===== src/rtl/hazard_ctrl.sv =====
// IF/ID hazard and sequencing controller: load-use / branch-operand stalls, bubbles and redirect flushes.
// Define HAZARD_PERF_EN to build the saturating stall/flush performance counters.
module hazard_ctrl #(
  parameter int REGW = 5,
  parameter int CNTW = 32
) (
  input  logic            clk,
  input  logic            reset,
  input  logic            ext_stall,
  input  logic [REGW-1:0] id_rs,
  input  logic [REGW-1:0] id_rt,
  input  logic            id_uses_rt,
  input  logic            id_branch,
  input  logic            id_jump,
  input  logic            id_taken,
  input  logic            ex_memread,
  input  logic            ex_regwrite,
  input  logic [REGW-1:0] ex_rd,
  input  logic            mem_memread,
  input  logic [REGW-1:0] mem_rd,
  output logic            pc_write,
  output logic            ifid_hold,
  output logic            ifid_flush,
  output logic            idex_bubble,
  output logic [CNTW-1:0] stall_cnt,
  output logic [CNTW-1:0] flush_cnt
);

  typedef enum logic {RUN, STALL} state_t;

  state_t     state_q, state_d;
  logic [1:0] rem_q, rem_d;
  logic       ex_hit, mem_hit;
  logic [1:0] need;
  logic       redirect;
  logic       stall_cyc, flush_cyc;

  // Register 0 is hard-wired, so it never creates a dependency.
  assign ex_hit  = (ex_rd != '0) &&
                   ((ex_rd == id_rs) || (id_uses_rt && (ex_rd == id_rt)));
  assign mem_hit = (mem_rd != '0) &&
                   ((mem_rd == id_rs) || (id_uses_rt && (mem_rd == id_rt)));

  always_comb begin
    need = 2'd0;
    if (ex_memread && ex_hit) begin
      need = id_branch ? 2'd2 : 2'd1;
    end else if (id_branch && ((ex_regwrite && !ex_memread && ex_hit) ||
                               (mem_memread && mem_hit))) begin
      need = 2'd1;
    end
  end

  assign redirect = id_jump || (id_branch && id_taken);

  always_comb begin
    state_d     = state_q;
    rem_d       = rem_q;
    stall_cyc   = 1'b0;
    flush_cyc   = 1'b0;
    pc_write    = 1'b1;
    ifid_hold   = 1'b0;
    ifid_flush  = 1'b0;
    idex_bubble = 1'b0;
    if (reset || ext_stall) begin
      pc_write  = 1'b0;
      ifid_hold = 1'b1;
    end else begin
      case (state_q)
        RUN: begin
          if (need != 2'd0) begin
            stall_cyc = 1'b1;
            if (need == 2'd2) begin
              state_d = STALL;
              rem_d   = 2'd1;
            end
          end else if (redirect) begin
            flush_cyc = 1'b1;
          end
        end
        STALL: begin
          // Operands are still in flight here, so hazard inputs and id_taken are ignored.
          stall_cyc = 1'b1;
          rem_d     = rem_q - 2'd1;
          if (rem_q == 2'd1) begin
            state_d = RUN;
          end
        end
        default: begin
          state_d = RUN;
          rem_d   = 2'd0;
        end
      endcase
      if (stall_cyc) begin
        pc_write    = 1'b0;
        ifid_hold   = 1'b1;
        idex_bubble = 1'b1;
      end
      if (flush_cyc) begin
        ifid_flush = 1'b1;
      end
    end
  end

  always_ff @(posedge clk or posedge reset) begin
    if (reset) begin
      state_q <= RUN;
      rem_q   <= 2'd0;
    end else begin
      state_q <= state_d;
      rem_q   <= rem_d;
    end
  end

`ifdef HAZARD_PERF_EN
  logic [CNTW-1:0] stall_cnt_q, flush_cnt_q;

  always_ff @(posedge clk or posedge reset) begin
    if (reset) begin
      stall_cnt_q <= '0;
      flush_cnt_q <= '0;
    end else begin
      if (stall_cyc && (stall_cnt_q != '1)) begin
        stall_cnt_q <= stall_cnt_q + CNTW'(1);
      end
      if (flush_cyc && (flush_cnt_q != '1)) begin
        flush_cnt_q <= flush_cnt_q + CNTW'(1);
      end
    end
  end

  assign stall_cnt = stall_cnt_q;
  assign flush_cnt = flush_cnt_q;
`else
  assign stall_cnt = '0;
  assign flush_cnt = '0;
`endif

endmodule

===== config.mk =====
export PLATFORM = sky130hd
export DESIGN_NAME = hazard_ctrl
export DESIGN_NICKNAME = d
export VERILOG_FILES = /design/src/rtl/hazard_ctrl.sv
export SDC_FILE = /design/constraint.sdc
export NUM_CORES = 1
export LEC_CHECK = 0
export CELL_PAD_IN_SITES_DETAIL_PLACEMENT = 2
export CELL_PAD_IN_SITES_GLOBAL_PLACEMENT = 2
export CORE_UTILIZATION = 14
export DETAILED_ROUTE_END_ITERATION = 12
export GPL_ROUTABILITY_DRIVEN = 0
export PLACE_DENSITY = 0.94
export SYNTH_ARGS = -nofsm -noshare
export SYNTH_HDL_FRONTEND = slang
export SYNTH_SLANG_ARGS = --single-unit
export TNS_END_PERCENT = 30

===== constraint.sdc =====
create_clock -name clk -period 5.45 [get_ports clk]
set_clock_uncertainty 0.15 [all_clocks]
set_input_delay 1.3625 -clock clk [delete_from_list [all_inputs] [get_ports clk]]
set_output_delay 1.3625 -clock clk [all_outputs]
set_load 0.01 [all_outputs]

==> insert_results.sql <==
INSERT INTO impl_metrics (metric_group, metric, value, unit) VALUES
('status', 'outcome', 'finished clean', ''),
('detailed_routing', 'route.antenna.remaining_nets', '0', ''),
('detailed_routing', 'first_pass_iters', '8', ''),
('synth', 'synth_cell_types', '23', ''),
('power', 'total_power', '183', 'uW'),
('synth', 'ys_seq_elements', '3', ''),
('min_path', 'holdCritPathClass', 'flop to flop', ''),
('synth', 'synthesis.yosys.warnings', '0', ''),
('synth', 'yosysTopAreaCellShare', '49.4', '%'),
('power', 'power_per_cell_area', '152', 'mW/mm2'),
('worst_setup_path', 'critical-path-max-stage-delay', '0.55', 'ns'),
('final_layout', 'final.fill_count', '831', ''),
('final_layout', 'final_layout_size_suffix_gt1_share', '4.24', '%'),
('power', 'max-vdd-ir-drop', '42.5', 'uV'),
('detailed_routing', 'postRouteWirelength', '2660', 'um'),
('final_layout', 'n_antenna_cell', '0', ''),
('die', 'area_enclosed_by_the_die_boundary', '0.00728', 'mm2'),
('detailed_routing', 'initialDrtViolationCount', '8', ''),
('worst_setup_path', 'data_required_time_of_the_worst_path', '3.94', 'ns'),
('final_layout', 'multi_input_comb_area', '642', 'um2'),
('synth', 'ys_seq_area_share', '7.72', '%'),
('synth', 'yosys_most_used_dff', 'dfrtp_1', ''),
('synth', 'synth_edf_count', '0', ''),
('power', 'intPower', '114', 'uW'),
('synth', 'yosys.area.top_type', 'buf_4', ''),
('clock_network', 'numClockSinks', '3', ''),
('sta', 'finalSetupTns', '0', 'ns'),
('placed_design', 'place_inst', '241', ''),
('grt', 'grt_most_used_layer', 'met2', ''),
('grt', 'grt_first_pass_wirelength', '3810', 'um'),
('worst_setup_path', 'crit-reg2reg-launch', 'rem_q[0]', ''),
('grt', 'grt_util_met2', '14.7', '%'),
('synth', 'yosys-mux-area-fraction', '0', '%'),
('grt', 'grt_use_met1', '6.10', '%'),
('placed_design', 'pre_cts_slack', '0.435', 'ns'),
('placed_design', 'place_area', '0.00116', 'mm2'),
('worst_setup_path', 'startpoint', 'ex_rd[1]', ''),
('final_layout', 'num-nets-final', '197', ''),
('sta', 'timing.final.setup_violations', '0', ''),
('grt', 'number_of_global_route_vias_before_repair', '763', ''),
('power', 'static_leakage', '0.529', 'nW'),
('clock_network', 'clock-root-buffer', 'clkbuf_8', ''),
('die', 'initial_utilization', '14.4', '%'),
('final_layout', 'stdcell_count', '245', ''),
('synth', 'synth_cells', '129', ''),
('worst_setup_path', 'critical_path.cell_chain', 'clkdlybuf4s50_1 > xnor2_1 > nand3_1 > o32ai_2 > nand3_1 > a21oi_1 > clkdlybuf4s50_1', ''),
('detailed_routing', 'vias', '768', ''),
('synth', 'synth_top_family_by_area', 'buffers and inverters', ''),
('sta', 'timing.hold.ws', '0.353', 'ns'),
('detailed_routing', 'via_per_inst', '3.13', ''),
('die', 'rows', '30', ''),
('power', 'power.switching', '68.8', 'uW'),
('worst_setup_path', 'r2r_cells', '4', ''),
('power', 'share_comb_of_total_power', '47.8', '%'),
('worst_setup_path', 'timing.critical_path.fanout_max', '4', ''),
('grt', 'antenna_found_initial', '0', ''),
('grt', 'global_route.overflow_total', '0', ''),
('clock_network', 'cts_max_path_buffers', '2', ''),
('synth', 'synthesis.area', '972', 'um2'),
('power', 'power.share.sequential', '16.0', '%'),
('final_layout', 'post-route-util', '17.8', '%'),
('final_layout', 'register_area', '75.1', 'um2'),
('clock_network', 'post_cts_resized', '0', ''),
('sta', 'finalCritPeriodShare', '91.9', '%'),
('sta', 'final_report_hold_violation_count', '0', ''),
('min_path', 'worst_hold_startpoint', 'rem_q[1]', ''),
('synth', 'synthXorXnorAreaFrac', '18.0', '%'),
('clock_network', 'post-cts-setup-buffers', '0', ''),
('detailed_routing', 'avgRoutedWirePerCell', '10.9', 'um'),
('grt', 'grtUsageTotal', '6.92', '%'),
('detailed_routing', 'drc_errors', '0', '');
## cell usage after synthesis (2+ instances only)
master,number
buf_4,64
o21ai_0,2
nand2_1,7
xnor2_1,18
inv_1,3
a21oi_1,3
nand4_1,2
xor2_1,2
dfrtp_1,3
nand3_1,6
nor2_1,5
nor3_1,2
and3_1,2
## layout by cell type, fill, tap and decap left out, drive strengths merged
cell type,Yosys,final
a41oi,1,1
nand3,6,6
o22ai,1,1
clkdlybuf4s50,0,33
clkbuf,0,4
inv,3,3
nor2,5,5
o31ai,1,1
nand4,3,3
a31o,1,1
nand2,7,7
xnor2,18,18
conb,1,64
or2,1,1
xor2,2,2
ha,1,1
o21ai,2,2
and3,2,2
dfrtp,3,3
a21o,1,1
o32ai,1,1
a21oi,3,3
nor3,2,2
## registers in the layout (all words and copies together) (netlist names)
name / flops
rem_q: 2
state_q: 1
## cells by family after synthesis
kind of cell	Yosys count
buf+inv	67
flops	3
fa+ha+maj	1
xor+xnor	20
compound gates	11
simple gates	26
other cells	1
## power groups by stage
stage          combinational [mW]  clock, mW  sequential (mW)
2_1_floorplan              0.0828          0           0.0284
3_3_place_gp               0.0831          0           0.0290
3_5_place_dp               0.0865          0           0.0294
4_1_cts                    0.0870     0.0668           0.0293
5_1_grt                    0.0957     0.0682           0.0299
6_report                   0.0875     0.0662           0.0292
## per-layer routing
layer,vias to the layer above,routed length [um],part of all wire (%)
met3,2,215,8.1
li1,362,-,-
met2,49,1540,58
met4,0,19,0.71
met1,355,886,33
met5,-,0,0
## cell type report
| cell class | instances | area share [%] |
|---|---|---|
| Timing Repair Buffer | 33 | 27.4 |
| Sequential cell | 3 | 6.24 |
| Tap cell | 80 | 8.32 |
| Inverter | 3 | 0.936 |
| Clock buffer | 4 | 3.74 |
| Multi-Input combinational cell | 122 | 53.3 |
## final timing paths
path / endpoint / slack [ns]
worst min register to register: rem_q[1] / 0.35
worst min-delay path: rem_q[1] / 0.35
worst max register to register: rem_q[1] / 4.14
max in group asynchronous: rem_q[1] / 3.79
min in group asynchronous: rem_q[0] / 1.22
worst max-delay path: idex_bubble / 0.44
## worst max-delay path, delay by kind of cell
kind	cells	cell delay, ns
buffers and inverters	2	1.10
AOI/OAI and AO/OA	2	0.55
and+or+nand+nor	2	0.33
xor gates and xnor gates	1	0.15
(Power assumes the default switching activity.)
